===== src/rtl/rom_port_arbiter_if.sv =====
// Two-requester read bus into the ROM port arbiter. Each requester has a
// req/addr/gnt request side and an rvalid/rdata/err/rready response side.
interface rom_port_arbiter_if #(
    parameter int ADDR_W = 32,
    parameter int DATA_W = 32
);
    logic              m0_req_i;
    logic [ADDR_W-1:0] m0_addr_i;
    logic              m0_gnt_o;
    logic              m0_rvalid_o;
    logic [DATA_W-1:0] m0_rdata_o;
    logic              m0_err_o;
    logic              m0_rready_i;

    logic              m1_req_i;
    logic [ADDR_W-1:0] m1_addr_i;
    logic              m1_gnt_o;
    logic              m1_rvalid_o;
    logic [DATA_W-1:0] m1_rdata_o;
    logic              m1_err_o;
    logic              m1_rready_i;

    // Requester side (fetch unit, LSU, or a bench)
    modport master (
        output m0_req_i, m0_addr_i, m0_rready_i,
        input  m0_gnt_o, m0_rvalid_o, m0_rdata_o, m0_err_o,
        output m1_req_i, m1_addr_i, m1_rready_i,
        input  m1_gnt_o, m1_rvalid_o, m1_rdata_o, m1_err_o
    );

    // Arbiter side
    modport slave (
        input  m0_req_i, m0_addr_i, m0_rready_i,
        output m0_gnt_o, m0_rvalid_o, m0_rdata_o, m0_err_o,
        input  m1_req_i, m1_addr_i, m1_rready_i,
        output m1_gnt_o, m1_rvalid_o, m1_rdata_o, m1_err_o
    );
endinterface


===== src/rtl/rom_port_arbiter.sv =====
// Shares the combinational instruction-ROM read port between the fetch unit
// (m0) and the LSU (m1). One-entry response buffer, latency 1, back-to-back
// throughput of one read per cycle. Misaligned / out-of-range reads return
// err with zero data. Saturating counters for accepted reads and conflicts.
module rom_port_arbiter #(
    parameter int ADDR_W   = 32,
    parameter int DATA_W   = 32,
    parameter int DEPTH    = 4096,
    parameter int ARB_MODE = 0,
    parameter int CNT_W    = 32
) (
    input  logic              clk,
    input  logic              rst,
    rom_port_arbiter_if.slave bus,
    output logic              rom_rena_o,
    output logic [ADDR_W-1:0] rom_raddr_o,
    input  logic [DATA_W-1:0] rom_rdata_i,
    output logic [CNT_W-1:0]  rd_cnt_o,
    output logic [CNT_W-1:0]  conflict_cnt_o
);
    typedef enum logic {ST_IDLE, ST_RESP} state_t;

    localparam logic [ADDR_W-1:0] DEPTH_L = ADDR_W'(DEPTH);

    state_t            state, state_n;
    logic              owner;      // 0: m0 holds the buffer, 1: m1
    logic [DATA_W-1:0] rdata_q;
    logic              err_q;
    logic              prio_m1;    // round-robin pointer, 1 = m1 wins a tie
    logic [CNT_W-1:0]  rd_cnt;
    logic [CNT_W-1:0]  conflict_cnt;

    logic              done;       // owner consumes the buffered word this cycle
    logic              buf_free;
    logic              gnt0, gnt1;
    logic              accept;
    logic              win_m1;
    logic [ADDR_W-1:0] win_addr;
    logic              win_err;

    // Word index compared zero-extended so DEPTH is checked at full width.
    function automatic logic addr_err(input logic [ADDR_W-1:0] a);
        return (a[1:0] != 2'b00) || ({2'b00, a[ADDR_W-1:2]} >= DEPTH_L);
    endfunction

    // Buffer status and grant decision; gnt never fires during reset.
    always_comb begin
        done     = 1'b0;
        buf_free = 1'b0;
        gnt0     = 1'b0;
        gnt1     = 1'b0;
        if (state == ST_RESP)
            done = owner ? bus.m1_rready_i : bus.m0_rready_i;
        buf_free = (state == ST_IDLE) || done;
        if (!rst && buf_free) begin
            if (bus.m0_req_i && bus.m1_req_i) begin
                if (ARB_MODE == 1 || !prio_m1) gnt0 = 1'b1;
                else                           gnt1 = 1'b1;
            end else begin
                gnt0 = bus.m0_req_i;
                gnt1 = bus.m1_req_i;
            end
        end
    end

    assign accept   = gnt0 | gnt1;
    assign win_m1   = gnt1;
    assign win_addr = win_m1 ? bus.m1_addr_i : bus.m0_addr_i;
    assign win_err  = addr_err(win_addr);

    assign bus.m0_gnt_o = gnt0;
    assign bus.m1_gnt_o = gnt1;
    assign rom_rena_o   = accept;
    assign rom_raddr_o  = accept ? win_addr : '0;

    // State register
    always_ff @(posedge clk) begin
        if (rst) state <= ST_IDLE;
        else     state <= state_n;
    end

    // Next state: a same-cycle accept keeps the buffer full with new data.
    always_comb begin
        state_n = state;
        case (state)
            ST_IDLE: if (accept) state_n = ST_RESP;
            ST_RESP: begin
                if (accept)    state_n = ST_RESP;
                else if (done) state_n = ST_IDLE;
            end
            default: state_n = ST_IDLE;
        endcase
    end

    // Response buffer and round-robin pointer update on accept.
    always_ff @(posedge clk) begin
        if (rst) begin
            owner   <= 1'b0;
            rdata_q <= '0;
            err_q   <= 1'b0;
            prio_m1 <= 1'b0;
        end else if (accept) begin
            owner   <= win_m1;
            rdata_q <= win_err ? '0 : rom_rdata_i;
            err_q   <= win_err;
            prio_m1 <= ~win_m1;
        end
    end

    // Saturating performance counters; busy-buffer stalls are not conflicts.
    always_ff @(posedge clk) begin
        if (rst) begin
            rd_cnt       <= '0;
            conflict_cnt <= '0;
        end else begin
            if (accept && rd_cnt != '1)
                rd_cnt <= rd_cnt + CNT_W'(1);
            if (bus.m0_req_i && bus.m1_req_i && buf_free && conflict_cnt != '1)
                conflict_cnt <= conflict_cnt + CNT_W'(1);
        end
    end

    assign rd_cnt_o       = rd_cnt;
    assign conflict_cnt_o = conflict_cnt;

    // Only the owner sees the buffered response; the other side reads zeros.
    always_comb begin
        bus.m0_rvalid_o = 1'b0;
        bus.m0_rdata_o  = '0;
        bus.m0_err_o    = 1'b0;
        bus.m1_rvalid_o = 1'b0;
        bus.m1_rdata_o  = '0;
        bus.m1_err_o    = 1'b0;
        if (state == ST_RESP) begin
            if (owner) begin
                bus.m1_rvalid_o = 1'b1;
                bus.m1_rdata_o  = rdata_q;
                bus.m1_err_o    = err_q;
            end else begin
                bus.m0_rvalid_o = 1'b1;
                bus.m0_rdata_o  = rdata_q;
                bus.m0_err_o    = err_q;
            end
        end
    end
endmodule


===== src/flat_wrapper.sv =====
// flat-port wrapper written by rule: the top's interface ports become plain ports
module rom_port_arbiter_flat 
#(
    parameter int ADDR_W   = 32,
    parameter int DATA_W   = 32,
    parameter int DEPTH    = 4096,
    parameter int ARB_MODE = 0,
    parameter int CNT_W    = 32
)
  (clk, rst, rom_rena_o, rom_raddr_o, rom_rdata_i, rd_cnt_o, conflict_cnt_o, bus_m0_req_i, bus_m0_addr_i, bus_m0_rready_i, bus_m0_gnt_o, bus_m0_rvalid_o, bus_m0_rdata_o, bus_m0_err_o, bus_m1_req_i, bus_m1_addr_i, bus_m1_rready_i, bus_m1_gnt_o, bus_m1_rvalid_o, bus_m1_rdata_o, bus_m1_err_o);
  rom_port_arbiter_if #(.ADDR_W(ADDR_W), .DATA_W(DATA_W)) bus_i ();
  input  logic clk;
  input  logic rst;
  output logic rom_rena_o;
  output logic [ADDR_W-1:0] rom_raddr_o;
  input  logic [DATA_W-1:0] rom_rdata_i;
  output logic [CNT_W-1:0] rd_cnt_o;
  output logic [CNT_W-1:0] conflict_cnt_o;
  input wire logic [$bits(bus_i.m0_req_i)-1:0] bus_m0_req_i;
  input wire logic [$bits(bus_i.m0_addr_i)-1:0] bus_m0_addr_i;
  input wire logic [$bits(bus_i.m0_rready_i)-1:0] bus_m0_rready_i;
  output wire logic [$bits(bus_i.m0_gnt_o)-1:0] bus_m0_gnt_o;
  output wire logic [$bits(bus_i.m0_rvalid_o)-1:0] bus_m0_rvalid_o;
  output wire logic [$bits(bus_i.m0_rdata_o)-1:0] bus_m0_rdata_o;
  output wire logic [$bits(bus_i.m0_err_o)-1:0] bus_m0_err_o;
  input wire logic [$bits(bus_i.m1_req_i)-1:0] bus_m1_req_i;
  input wire logic [$bits(bus_i.m1_addr_i)-1:0] bus_m1_addr_i;
  input wire logic [$bits(bus_i.m1_rready_i)-1:0] bus_m1_rready_i;
  output wire logic [$bits(bus_i.m1_gnt_o)-1:0] bus_m1_gnt_o;
  output wire logic [$bits(bus_i.m1_rvalid_o)-1:0] bus_m1_rvalid_o;
  output wire logic [$bits(bus_i.m1_rdata_o)-1:0] bus_m1_rdata_o;
  output wire logic [$bits(bus_i.m1_err_o)-1:0] bus_m1_err_o;
  assign bus_i.m0_req_i = bus_m0_req_i;
  assign bus_i.m0_addr_i = bus_m0_addr_i;
  assign bus_i.m0_rready_i = bus_m0_rready_i;
  assign bus_m0_gnt_o = bus_i.m0_gnt_o;
  assign bus_m0_rvalid_o = bus_i.m0_rvalid_o;
  assign bus_m0_rdata_o = bus_i.m0_rdata_o;
  assign bus_m0_err_o = bus_i.m0_err_o;
  assign bus_i.m1_req_i = bus_m1_req_i;
  assign bus_i.m1_addr_i = bus_m1_addr_i;
  assign bus_i.m1_rready_i = bus_m1_rready_i;
  assign bus_m1_gnt_o = bus_i.m1_gnt_o;
  assign bus_m1_rvalid_o = bus_i.m1_rvalid_o;
  assign bus_m1_rdata_o = bus_i.m1_rdata_o;
  assign bus_m1_err_o = bus_i.m1_err_o;
  rom_port_arbiter #(.ADDR_W(ADDR_W), .DATA_W(DATA_W), .DEPTH(DEPTH), .ARB_MODE(ARB_MODE), .CNT_W(CNT_W)) u_core (.clk(clk), .rst(rst), .bus(bus_i), .rom_rena_o(rom_rena_o), .rom_raddr_o(rom_raddr_o), .rom_rdata_i(rom_rdata_i), .rd_cnt_o(rd_cnt_o), .conflict_cnt_o(conflict_cnt_o));
endmodule

===== config.mk =====
export PLATFORM = sky130hd
export DESIGN_NAME = rom_port_arbiter_flat
export DESIGN_NICKNAME = d
export VERILOG_FILES = /design/src/rtl/rom_port_arbiter_if.sv /design/src/rtl/rom_port_arbiter.sv /design/src/flat_wrapper.sv
export SDC_FILE = /design/constraint.sdc
export NUM_CORES = 1
export LEC_CHECK = 0
export BUFFER_PORTS_ARGS = -buffer_cell sky130_fd_sc_hd__buf_4
export CORE_ASPECT_RATIO = 0.6
export CORE_UTILIZATION = 43
export CTS_BUF_LIST = sky130_fd_sc_hd__clkbuf_8
export DETAILED_ROUTE_END_ITERATION = 10
export GPL_TIMING_DRIVEN = 0
export PLACE_DENSITY = 0.87
export SLEW_MARGIN = 20
export SYNTH_ARGS = -nofsm -noshare
export SYNTH_HDL_FRONTEND = slang
export SYNTH_SLANG_ARGS = --single-unit

===== constraint.sdc =====
create_clock -name clk -period 2.25 [get_ports clk]
set_input_delay 0.3375 -clock clk [delete_from_list [all_inputs] [get_ports clk]]
set_output_delay 0.3375 -clock clk [all_outputs]
set_load 0.01 [all_outputs]

==> results.cfg <==
[global_routing]
grt_remaining_overflow = 0
grt_pass1_vias = 5948
globalRouteTotalUtil_pct = 30.9
grt_max_degree = 18
antenna_found_initial = 0
grt_pass1_wl_mm = 31.6

[synth]
synthCells = 693
yosys_warnings = 0
ys_ff_latch = 100
ys_types = 51
syn-num-nets = 797
synth_ff_type = dfxtp_1
synth-async-reset-ratio_pct = 0
synth_area_um2 = 5390
postSynthAreaPerCell_um2 = 7.77
synth_edf_count = 0
yosysSeqAreaShare_pct = 37.2

[detailed_routing]
drt_pre_antenna_iters = 5
vias_per_cell = 5.97
routedWlPerCell_um = 19.1
vias = 7090
routed_wl_mm = 22.6
drt_iter0_drc = 623
ant_nets = 0
drcViolationCount = 0

[placement]
dp_slack_ns = -0.701
place_area_um2 = 7640
gp_congestion = 0.877
port_buffers = 266
placed_cells = 1124
dp_hpwl_mm = 15.3

[pwr]
power_mw = 3.77
ir_drop_uv = 231
p_leak_nw = 3.93
power.density_nw_per_um2 = 417

[timing]
max-slew-margin-rel_pct = 58.7
slew_violations = 0
finalSetupTns_ns = -7.95
clock_skew_ns = 0.0100
fin_ws_ns = -0.286
finalSetupViolations = 40
rsz0062_at_grt = yes
whs_ns = 0.161
max_freq_mhz = 394
finalHoldViolCount = 0
fin_crit_ns = 2.54
tightestPinTransition_ns = 0.620
period_share_pct = 113

[worst_setup_path]
cp-end-kind = output port
worstReg2RegStart = u_core.rd_cnt_o[1]$_SDFFE_PP0P_
crit_required_ns = 1.91
reg2reg_slack_ns = -0.11
r2r_cells = 6
startpoint_type = register
timing.rr.end = u_core.rd_cnt_o[28]$_SDFFE_PP0P_
worstPathArrival_ns = 2.20
path_class = register to output port
cp_max_fo = 6

[worst_hold_path]
hold_end = u_core.rdata_q[14]$_SDFFE_PP0P_
min_path_cells = 2
hp-class = primary input to register
hold_start = rom_rdata_i[14]

[layout]
final_common_cell = buf_4
mostFrequentLayoutCells = buf_4, dfxtp_1, nand2_1, a21oi_1
post-route-util_pct = 74.3
final_layout_size_suffix_gt1_share_pct = 49.6
stdcell_area_um2 = 9020
antenna_cells = 0
final_cell_count_no_fill = 1188
nNetsFinal = 1122
fillerInstances = 815
synthToLayoutAreaGrowth_pct = 67.5

[clocking]
clkSinkCount = 100
clkLatencyLatePin_ns = 0.38
cts-root-buf = clkbuf_8
cts_tree = yes
clk_path_buf_depth = 2
cts_buffers = 9
htreeDepth = 3
hold_buffers = 0
clk_pin_slew_worst_paths_ns = 0.10

[run_status]
status = finished with violations
violations = negative setup slack

[floorplanning]
die_x_um = 147
start_util_pct = 44.4
ios = 269
design.core.area_um2 = 12100
std_cell_rows = 31
dieArea_um2 = 13000
die_h_um = 88.7

[job]
maxCapViolations = 0
[worst max path at each step]
stage / startpoint / to / slack, ns / cells after the start
after floorplan: u_core.rd_cnt_o[16]$_SDFFE_PP0P_ / u_core.rd_cnt_o[28]$_SDFFE_PP0P_ / -0.05 / 6
after global placement: u_core.owner$_SDFFE_PP0P_ / u_core.rdata_q[14]$_SDFFE_PP0P_ / -0.66 / 8
after detailed placement: u_core.owner$_SDFFE_PP0P_ / u_core.rdata_q[16]$_SDFFE_PP0P_ / -0.70 / 8
after CTS: u_core.owner$_SDFFE_PP0P_ / rom_raddr_o[20] / -0.27 / 8
after global routing: u_core.owner$_SDFFE_PP0P_ / rom_raddr_o[11] / -0.36 / 7
final: u_core.owner$_SDFFE_PP0P_ / rom_raddr_o[12] / -0.29 / 7
[metal layers]
| layer | part of all wire [%] | GRT usage (%) | vias to the layer above |
|---|---|---|---|
| met5 | 0 | 0 | - |
| met2 | 45 | 46.7 | 439 |
| li1 | - | - | 3227 |
| met4 | 4.5 | 13.5 | 0 |
| met3 | 9.3 | 6.70 | 95 |
| met1 | 41 | 42.6 | 3329 |
[Yosys cell counts, types with 2 or more instances]
library cell	number	area, µm²
and3_1	35	219
a2111oi_0	2	17.5
clkinv_1	3	11.3
o21ai_0	33	165
inv_1	13	48.8
a22o_1	32	280
buf_2	3	15.0
or3_1	31	194
and4_1	2	17.5
or2_2	4	25.0
nand4_1	16	100
and2_1	35	219
clkbuf_1	41	154
o31ai_1	23	173
nor3_1	5	25.0
or4_1	20	150
a211o_1	2	17.5
o311ai_0	3	26.3
mux2_2	5	56.3
nand3_1	22	110
o41ai_1	4	35.0
nor4_1	15	93.8
ha_1	2	25.0
a2111o_1	2	22.5
nand2_1	98	368
mux2i_1	4	40.0
o211ai_1	3	22.5
dfxtp_1	100	2000
nor2b_1	6	37.5
nor2_1	25	93.8
buf_1	2	7.51
a21oi_1	83	415
[report_power, final]
group | internal (mW) | leakage, nW | switching, mW
Clock | 0.632 | 0.102 | 0.673
Combinational | 0.312 | 3.00 | 0.364
Sequential | 1.77 | 0.826 | 0.0169
[what timing repair did]
action,in CTS,in global routing
endpoints found under the setup margin,166,168
resized for setup,146,89
pin swaps,42,22
setup buffers,19,30
cloned,5,0
[worst max-delay path: stages, from the launching register on]
cell	delay (ns)
dfxtp_4	0.37
mux2i_4	0.19
a2111o_2	0.58
clkinv_4	0.15
clkbuf_16	0.18
nand2_1	0.07
a21oi_2	0.14
buf_4	0.14
[layout make-up]
type,instances,area [µm²],area share [%]
Sequential cell,100,2080,23.0
Timing Repair inverter,1,6.26,0.0693
Tap cell,165,206,2.29
Buffer,41,312,3.45
Clock buffer,9,124,1.37
Multi-Input combinational cell,530,3660,40.6
Timing Repair Buffer,319,2470,27.4
Inverter,16,66.3,0.735
Clock inverter,7,100,1.11
[sequential cells by signal (all words and copies together) (netlist names)]
| signal | count |
|---|---|
| u_core.conflict_cnt_o | 32 |
| u_core.rd_cnt_o | 32 |
| u_core.rdata_q | 32 |
| u_core.err_q | 1 |
| u_core.owner | 1 |
| u_core.prio_m1 | 1 |
| u_core.state | 1 |
[cell families after synthesis]
kind of cell,count (synthesis),synth area share (%)
flip-flops,100,37.2
AO/OA/AOI/OAI,196,23.3
buffers and inverters,63,4.53
XOR/XNOR,1,0.163
AND/OR/NAND/NOR,321,32.2
multiplexers,10,2.21
adder cells (fa/ha/maj),2,0.464
(Power assumes the default switching activity.)
